**src/rtl/vga_timing_rx.sv**
```systemverilog
// Measures an incoming 800x600 VGA stream, locks on repeated identical frames and emits pixels with x/y coordinates.
// Pins to pix_* take 2 clk_40M cycles. There is no backpressure. VGA_RX_CRC_EN builds the per-frame CRC-16 of locked pixels.
module vga_timing_rx #(
  parameter int CNT_W       = 12,
  parameter int LOCK_FRAMES = 2,
  parameter int TIMEOUT     = 4095
) (
  input  logic             clk_40M,
  input  logic             rst_n,
  input  logic             vga_hs_i,
  input  logic             vga_vs_i,
  input  logic             vga_blank_n_i,
  input  logic [7:0]       vga_r_i,
  input  logic [7:0]       vga_g_i,
  input  logic [7:0]       vga_b_i,
  output logic [CNT_W-1:0] pix_x,
  output logic [CNT_W-1:0] pix_y,
  output logic             pix_valid,
  output logic [7:0]       pix_r,
  output logic [7:0]       pix_g,
  output logic [7:0]       pix_b,
  output logic             locked,
  output logic [CNT_W-1:0] h_total,
  output logic [CNT_W-1:0] h_active,
  output logic [CNT_W-1:0] v_total,
  output logic [CNT_W-1:0] v_active,
  output logic             frame_start,
  output logic             err_pulse,
  output logic [15:0]      frame_crc
);

  localparam logic [CNT_W-1:0] CMAX   = '1;
  localparam logic [CNT_W-1:0] TO_LIM = CNT_W'(TIMEOUT);
  localparam logic [CNT_W-1:0] M_LAST = CNT_W'(LOCK_FRAMES - 1);

  typedef enum logic [1:0] {IDLE, MEASURE, VERIFY, LOCKED} state_t;

  function automatic logic [CNT_W-1:0] sat_inc(input logic [CNT_W-1:0] v);
    return (v == CMAX) ? v : v + CNT_W'(1);
  endfunction

  logic       hs_q, vs_q, blank_q, hs_d, vs_d;
  logic [7:0] r_q, g_q, b_q;

  always_ff @(posedge clk_40M or negedge rst_n) begin
    if (!rst_n) begin
      hs_q    <= 1'b0;
      vs_q    <= 1'b0;
      blank_q <= 1'b0;
      hs_d    <= 1'b0;
      vs_d    <= 1'b0;
      r_q     <= '0;
      g_q     <= '0;
      b_q     <= '0;
    end else begin
      hs_q    <= vga_hs_i;
      vs_q    <= vga_vs_i;
      blank_q <= vga_blank_n_i;
      hs_d    <= hs_q;
      vs_d    <= vs_q;
      r_q     <= vga_r_i;
      g_q     <= vga_g_i;
      b_q     <= vga_b_i;
    end
  end

  logic ls, fs;
  assign ls = hs_d & ~hs_q;
  assign fs = vs_d & ~vs_q;

  // The cycle that detects a line start is the last cycle of the line it closes.
  logic [CNT_W-1:0] h_cnt, act_cnt, line_cnt, act_line_cnt, to_cnt;
  logic             line_seen;
  logic [CNT_W-1:0] fr_hlen, fr_hact;
  logic             fr_got, fr_bad;

  logic [CNT_W-1:0] line_len, act_len, frame_lines, frame_act, cur_hlen, cur_hact;
  logic             line_act, first_now, cur_bad, to_hit, match;

  always_comb begin
    line_len    = sat_inc(h_cnt);
    act_len     = blank_q ? sat_inc(act_cnt) : act_cnt;
    line_act    = line_seen | blank_q;
    frame_lines = ls ? sat_inc(line_cnt) : line_cnt;
    frame_act   = (ls & line_act) ? sat_inc(act_line_cnt) : act_line_cnt;
    first_now   = ls & line_act & ~fr_got;
    cur_hlen    = first_now ? line_len : fr_hlen;
    cur_hact    = first_now ? act_len : fr_hact;
    cur_bad     = fr_bad | (ls & (line_len != h_total));
    to_hit      = (to_cnt >= TO_LIM) & ~ls;
    match       = (cur_hlen == h_total) && (cur_hact == h_active) &&
                  (frame_lines == v_total) && (frame_act == v_active) && !cur_bad;
  end

  always_ff @(posedge clk_40M or negedge rst_n) begin
    if (!rst_n) begin
      h_cnt        <= '0;
      act_cnt      <= '0;
      line_seen    <= 1'b0;
      line_cnt     <= '0;
      act_line_cnt <= '0;
      to_cnt       <= '0;
    end else begin
      h_cnt     <= ls ? '0 : sat_inc(h_cnt);
      act_cnt   <= ls ? '0 : act_len;
      line_seen <= ls ? 1'b0 : line_act;
      to_cnt    <= ls ? '0 : sat_inc(to_cnt);
      if (fs) begin
        line_cnt     <= '0;
        act_line_cnt <= '0;
      end else if (ls) begin
        line_cnt     <= sat_inc(line_cnt);
        act_line_cnt <= line_act ? sat_inc(act_line_cnt) : act_line_cnt;
      end
    end
  end

  // Per-frame shape: first active line geometry and whether any line disagreed with h_total.
  always_ff @(posedge clk_40M or negedge rst_n) begin
    if (!rst_n) begin
      fr_hlen <= '0;
      fr_hact <= '0;
      fr_got  <= 1'b0;
      fr_bad  <= 1'b0;
    end else if (fs) begin
      fr_hlen <= '0;
      fr_hact <= '0;
      fr_got  <= 1'b0;
      fr_bad  <= 1'b0;
    end else begin
      if (first_now) begin
        fr_hlen <= line_len;
        fr_hact <= act_len;
        fr_got  <= 1'b1;
      end
      if (ls && (line_len != h_total)) fr_bad <= 1'b1;
    end
  end

  state_t           state;
  logic [CNT_W-1:0] match_cnt;

  always_ff @(posedge clk_40M or negedge rst_n) begin
    if (!rst_n) begin
      state       <= IDLE;
      locked      <= 1'b0;
      err_pulse   <= 1'b0;
      frame_start <= 1'b0;
      match_cnt   <= '0;
      h_total     <= '0;
      h_active    <= '0;
      v_total     <= '0;
      v_active    <= '0;
    end else begin
      err_pulse   <= 1'b0;
      frame_start <= 1'b0;
      if (to_hit) begin
        err_pulse <= (state == LOCKED);
        locked    <= 1'b0;
        state     <= IDLE;
      end else begin
        case (state)
          IDLE: begin
            if (fs) state <= MEASURE;
          end
          MEASURE: begin
            if (fs) begin
              h_total   <= cur_hlen;
              h_active  <= cur_hact;
              v_total   <= frame_lines;
              v_active  <= frame_act;
              match_cnt <= '0;
              state     <= VERIFY;
            end
          end
          VERIFY: begin
            if (fs) begin
              if (match) begin
                if (match_cnt == M_LAST) begin
                  state  <= LOCKED;
                  locked <= 1'b1;
                end else begin
                  match_cnt <= match_cnt + CNT_W'(1);
                end
              end else begin
                h_total   <= cur_hlen;
                h_active  <= cur_hact;
                v_total   <= frame_lines;
                v_active  <= frame_act;
                match_cnt <= '0;
              end
            end
          end
          LOCKED: begin
            if ((ls && (line_len != h_total)) || (fs && (frame_lines != v_total))) begin
              err_pulse <= 1'b1;
              locked    <= 1'b0;
              state     <= IDLE;
            end else if (fs) begin
              frame_start <= 1'b1;
            end
          end
          default: state <= IDLE;
        endcase
      end
    end
  end

  logic pv_next;
  assign pv_next = blank_q & locked;

  always_ff @(posedge clk_40M or negedge rst_n) begin
    if (!rst_n) begin
      pix_valid <= 1'b0;
      pix_x     <= '0;
      pix_y     <= '0;
      pix_r     <= '0;
      pix_g     <= '0;
      pix_b     <= '0;
    end else begin
      pix_valid <= pv_next;
      pix_x     <= pv_next ? act_cnt : '0;
      pix_y     <= pv_next ? act_line_cnt : '0;
      pix_r     <= pv_next ? r_q : '0;
      pix_g     <= pv_next ? g_q : '0;
      pix_b     <= pv_next ? b_q : '0;
    end
  end

`ifdef VGA_RX_CRC_EN
  function automatic logic [15:0] crc24(input logic [15:0] c, input logic [23:0] d);
    logic [15:0] n;
    n = c;
    for (int i = 23; i >= 0; i--) begin
      n = {n[14:0], 1'b0} ^ ((n[15] ^ d[i]) ? 16'h1021 : 16'h0000);
    end
    return n;
  endfunction

  logic [15:0] crc_run;

  // The running CRC sits at its seed whenever unlocked so the first locked frame starts clean.
  always_ff @(posedge clk_40M or negedge rst_n) begin
    if (!rst_n) begin
      crc_run   <= 16'hFFFF;
      frame_crc <= '0;
    end else if (!locked) begin
      crc_run <= 16'hFFFF;
    end else if (frame_start) begin
      frame_crc <= crc_run;
      crc_run   <= 16'hFFFF;
    end else if (pix_valid) begin
      crc_run <= crc24(crc_run, {pix_r, pix_g, pix_b});
    end
  end
`else
  assign frame_crc = '0;
`endif

endmodule

```
**config.mk**
```make
export PLATFORM = sky130hd
export DESIGN_NAME = vga_timing_rx
export DESIGN_NICKNAME = d
export VERILOG_FILES = /design/src/rtl/vga_timing_rx.sv
export SDC_FILE = /design/constraint.sdc
export NUM_CORES = 1
export LEC_CHECK = 0
export ABC_AREA = 0
export CAP_MARGIN = 25
export CORE_ASPECT_RATIO = 1.4
export CORE_MARGIN = 4
export CORE_UTILIZATION = 56
export DETAILED_ROUTE_END_ITERATION = 10
export GPL_ROUTABILITY_DRIVEN = 0
export PLACE_DENSITY = 0.91
export SLEW_MARGIN = 15
export SYNTH_ARGS = -nofsm -noshare
export SYNTH_HDL_FRONTEND = slang
export SYNTH_SLANG_ARGS = --single-unit
```
**constraint.sdc**
```tcl
create_clock -name clk_40M -period 8.13 [get_ports clk_40M]
set_input_delay 1.626 -clock clk_40M [delete_from_list [all_inputs] [get_ports clk_40M]]
set_output_delay 1.626 -clock clk_40M [all_outputs]
set_load 0.05 [all_outputs]
```
* Word level (Yosys, flattened, before mapping)
Index checks and enable logic that the tools add are counted.
** Word-level totals
- Flip-flop bits (word level) :: 230
- Logic and storage cells :: 171
- Output and inout port bits :: 116
** Operators by class
- Reductions and logical operators :: 20
- Equality and inequality tests :: 26
- Bitwise gates (word level) :: 14
- Order comparisons :: 1
- Multiplexer cells :: 71
- Add/sub/neg operators :: 6
** Operators with widths (number)
- $mux 12 :: 37
- $pmux 12 s2 :: 5
- $add 12x1->12 const B :: 6
- $eq 12x12->1 const B :: 5
- $eq 12x12->1 :: 4
- $mux 8 :: 3
- $ne 12x12->1 :: 2
- $ne 3x3->1 const B :: 6
- $mux 1 :: 17
- $reduce_and 5->1 :: 3
- $mux 2 :: 7
- $eq 12x1->1 const B :: 1
- $ge 12x12->1 const B :: 1
- $reduce_bool 2->1 :: 5
- $ne 2x2->1 const B :: 4
- $pmux 2 s4 :: 1
- $and 1x1->1 :: 7
- $logic_and 1x1->1 :: 6
- $reduce_and 6->1 :: 1
- $not 1->1 :: 5
- $eq 2x2->1 const B :: 2
- $ne 3x2->1 const B :: 1
- $reduce_bool 3->1 :: 1
- $eq 2x1->1 const B :: 1
- 6 further kinds :: 7

* Longest topological paths before layout
- Depth after elaboration :: 14
- Depth in mapped cells :: 15
- Mapped depth without buffers :: 11

* Least setup slack after synthesis
No wires, ideal clock.
- Kind :: reg-to-reg
- Start point :: register line_cnt[0]
- End point :: register h_active[7]
- Data required time :: 8.002 ns
- Cell stages (with the launch flop) :: 14
- Slack :: 4.442 ns
- Period minus slack after synthesis :: 3.688 ns
- Arrival :: 3.560 ns
- Cell sequence :: dfrtp_1 -> ha_1 -> buf_2 -> inv_1 -> or4_4 -> or3_1 -> a32o_1 -> or4_4 -> nor4_2 -> and4_4 -> nand4_4 -> nand2_2 -> buf_8 -> mux2_1
** On the way
- Cells in the longest elaborated chain, start to end :: 9
- Elaborated cells on any way between the ends :: 10
** Ends and longest elaborated chain
- start, declared :: RTL line 72 : logic [CNT_W-1:0] h_cnt, act_cnt, line_cnt, act_line_cnt, to_cnt;
- start signal, assigned :: RTL line 112 : line_cnt <= sat_inc(line_cnt);
- $add 12x1->12 / $eq 12x12->1 (equally long branches) :: RTL line 39 : return (v == CMAX) ? v : v + CNT_W'(1);
- $mux 12
- $mux 12 (*)
- $eq 12x12->1 (*) :: RTL line 92 : (frame_lines == v_total) && (frame_act == v_active) && !cur_bad;
- $logic_and 1x1->1 (*) :: RTL line 91 : match = (cur_hlen == h_total) && (cur_hact == h_active) &&
- $logic_and 1x1->1 (*) (2 in series) :: RTL line 92
- $ne 2x2->1 (no source line) (*)
- $reduce_and 5->1 (no source line) (*)
- end signal, assigned :: RTL line 169 : h_active <= cur_hact;
- end signal, assigned :: RTL line 187 : h_active <= cur_hact;
- end, declared :: RTL line 24 : output logic [CNT_W-1:0] h_active,
Mark *: on every way between the ends. The rest lies on a longest branch, timed or not.
A chain may end at the register's enable or synchronous reset.

* Final worst setup path
- Start point :: register blank_q
- End point :: register h_total[2]
** On the way
- Cells in the longest elaborated chain, start to end :: 11
- Elaborated cells on any way between the ends :: 20
** Ends and longest elaborated chain
- start, declared :: RTL line 42 : logic hs_q, vs_q, blank_q, hs_d, vs_d;
- start signal, assigned :: RTL line 58 : blank_q <= vga_blank_n_i;
- $or 1x1->1 :: RTL line 83 : line_act = line_seen | blank_q;
- $and 1x1->1 :: RTL line 85, 86
- $and 1x1->1 :: RTL line 86 : first_now = ls & line_act & ~fr_got;
- $mux 12
- $eq 12x12->1 :: RTL line 91
- $logic_and 1x1->1 (2 in series) :: RTL line 91
- $logic_and 1x1->1 (2 in series) :: RTL line 92
- $ne 2x2->1 (no source line)
- $reduce_and 5->1 (no source line)
- end signal, assigned :: RTL line 168 : h_total <= cur_hlen;
- end signal, assigned :: RTL line 186 : h_total <= cur_hlen;
- end, declared :: RTL line 23 : output logic [CNT_W-1:0] h_total,
Several ways; a longest one is shown, not always the timed one. The select of a mux whose other input is x is not followed.

==> results.tsv <==
metric	value	unit
vias in the first global route	9062	
Post-synth top flop	dfrtp_1	
slowest CP cell	nor4_1	
pwr dens	246	nW/um2
CP bufs+invs	2	
maximum buffer depth of the clock tree	3	
sequential area share after synthesis	0.506	
clock skew	0.0134	ns
Async S/R FF share, synth	1.00	
Starting Density	0.571	
Synth area leaders	dfrtp_1 (51%), mux2i_1 (4.0%), xnor2_1 (3.8%), nor2_1 (3.5%), and3_1 (3.4%)	
RSZ-0062 raised after global routing	no	
CORE AREA	19900	um2
crit path DAT	5.56	ns
total number of vias	8995	
Core Util, Final	0.674	
Clock Pin Slew Worst Setup and Hold Paths	0.07	ns
Multi-input gate area	5050	um2
I/O Pins	145	
CTS Buf Count	23	
crit-path max cell delay	0.85	ns
outcome	finished clean	
Leakage Power	0.00621	uW
Final Hold Violating Endpoints	0	
setup TNS	0	ns
Slew headroom	0.375	
vias per inst	6.11	
Filler Cells Inserted	1396	
Post-CTS Setup Inserts	0	
Synth Area per Inst	10.3	um2
gr ovfl total	0	
Worst Tran Pin Value	0.929	ns
root buf cell	clkbuf_16	
Post-Syn Area	11400	um2
cell family with most CP delay	simple AND/OR/NAND/NOR gates	
DR WL/cell	19.4	um
Sink Count	230	
PostCTS Resize Cnt	0	
final slew viol count	0	
Iter 0 DRT Violations	909	
DP HPWL	20.1	mm
post-synth top area cell	dfrtp_1	
layout cells sized above 1	0.0566	
largest net degree at the start of global routing	121	
DRT Wirelength	28.5	mm
H-tree depth	1	
max_cap viols	0	
area grow syn2layout	18.0	%
endpoints failing setup	0	
final worst path period share	0.636	
CTS tree	done	
number of synthesized flops with an enable pin	0	
Mapped Cells	1101	
Routed Antenna Nets	0	
Die ar.	22700	um2
Critical Path End Type	register	
Tmin final	5.17	ns
Hold-fix buffers, CTS	0	
die outline width	128	um
Seq cells post-synth	230	
synth warn	0	
Worst setup SP type	register	
Fmax	0.193	GHz
Ant. Diodes	0	
worst hold-check path type	register to register	
power after layout	3300	uW
PortBufs	128	
GRT Resource Usage Total	0.254	
crit path max fanout	58	
global-route wire length before repair	46.6	mm
peak supply drop	0.179	mV
Initial DRT Pass Iterations	5	
num rows	61	
share of the synthesized area in the top cell type	0.506	
Crit Path Class	register to register	
Critical Path, Cell by Cell	buf_4, nor2_1, nor4_1, nor3_1, or4_1, a2111oi_0, and4_1, and4_1, nand4_4, nand2_2, buf_4, mux2_1	
die height	177	um
Clock Latency Late Sink	0.51	ns
initial antenna violation count	0	
Final #Nets	1245	
Reg area	5760	um2
count of cell types in the netlist	82	
CP Data Required Time	8.51	ns
DRC Markers	0	
[Yosys cell counts (all sizes together) (4+ instances only)]
cell type  number
a211oi          5
a21o           12
a21oi          19
a31o            4
a31oi          12
a32o            4
a32oi           4
and2           25
and3           61
and4           10
buf            28
clkbuf         47
dfrtp         230
ha             12
inv            57
mux2           19
mux2i          45
nand2          52
nand2b          7
nand3          41
nand3b          4
nand4          35
nor2          107
nor2b           4
nor3           23
nor4           21
nor4b           4
o2111a          4
o2111ai         4
o211ai         11
o21a            5
o21ai          37
o31ai          10
or3             6
or4             9
xnor2          49
xor2           20
[area by class of cell]
class                           count  share of cell area
Multi-Input combinational cell    754               0.376
Clock inverter                      8             0.00746
Inverter                           57              0.0159
Timing Repair Buffer              138               0.101
Clock buffer                       32              0.0469
Sequential cell                   230               0.429
Tap cell                          252              0.0235
[per-layer routing]
layer	up-vias	wire length, um	track usage
met5	-	0	0
met4	0	1490	0.122
met3	105	1700	0.0327
met2	403	14900	0.452
met1	4381	10400	0.301
li1	4106	-	-
[sequential cells by signal, summed over array words and instances, names as in the netlist, 12 cells and up]
signal / flops
fr_hlen: 12
v_active: 12
act_cnt: 12
to_cnt: 12
fr_hact: 12
pix_y: 12
h_active: 12
h_cnt: 12
match_cnt: 12
line_cnt: 12
pix_x: 12
v_total: 12
h_total: 12
act_line_cnt: 12
[stage by stage]
step | setup slack (ns) | std cells | hold WS (ns) | instance area [um2]
floorplan | 4.44 | 1116 | 0.366 | 11400
global placement | 3.24 | 1430 | 0.402 | 12700
detailed placement | 3.09 | 1431 | 0.408 | 12700
CTS | 3.04 | 1471 | 0.414 | 13400
global route | 2.56 | 1471 | 0.438 | 13400
finish | 2.96 | 1471 | 0.407 | 13400
[final timing paths]
check	endpoint	startpoint	slack, ns	cells past startpoint
max	h_total[2]$_DFFE_PN0P_	blank_q$_DFF_PN0_	2.96	12
min	vs_d$_DFF_PN0_	vs_q$_DFF_PN0_	0.41	0
max reg2reg	h_total[2]$_DFFE_PN0P_	blank_q$_DFF_PN0_	2.96	12
min reg2reg	vs_d$_DFF_PN0_	vs_q$_DFF_PN0_	0.41	0
max in group asynchronous	h_cnt[1]$_DFF_PN0_	rst_n	5.64	2
min in group asynchronous	pix_x[3]$_DFF_PN0_	rst_n	1.20	1
[cell usage in the layout, fill, tap and decap left out, drive strengths merged, types with 20 or more instances in the layout]
cell type,n
inv,58
nor3,23
nand4,35
o21ai,37
clkdlybuf4s50,127
clkbuf,32
nor2,107
nand2,52
mux2i,45
nand3,41
dfrtp,230
xor2,20
nor4,21
and3,61
xnor2,49
and2,25
[report_power, final]
part	internal, uW	total (uW)	switching (uW)
Clock	605	1040	431
Combinational	351	933	582
Sequential	1230	1330	106
Total	2180	3300	1120
[kinds of logic after synthesis]
group / Yosys count / share of synthesized area
other: 1 / 0.000330
XOR/XNOR: 71 / 0.0571
multiplexers: 64 / 0.0584
AO/OA/AOI/OAI: 170 / 0.108
adder cells (fa/ha/maj): 12 / 0.0132
buffers and inverters: 132 / 0.0563
AND/OR/NAND/NOR: 421 / 0.201
flip-flops: 230 / 0.506
No activity file was read; power rests on OpenSTA's default activity.
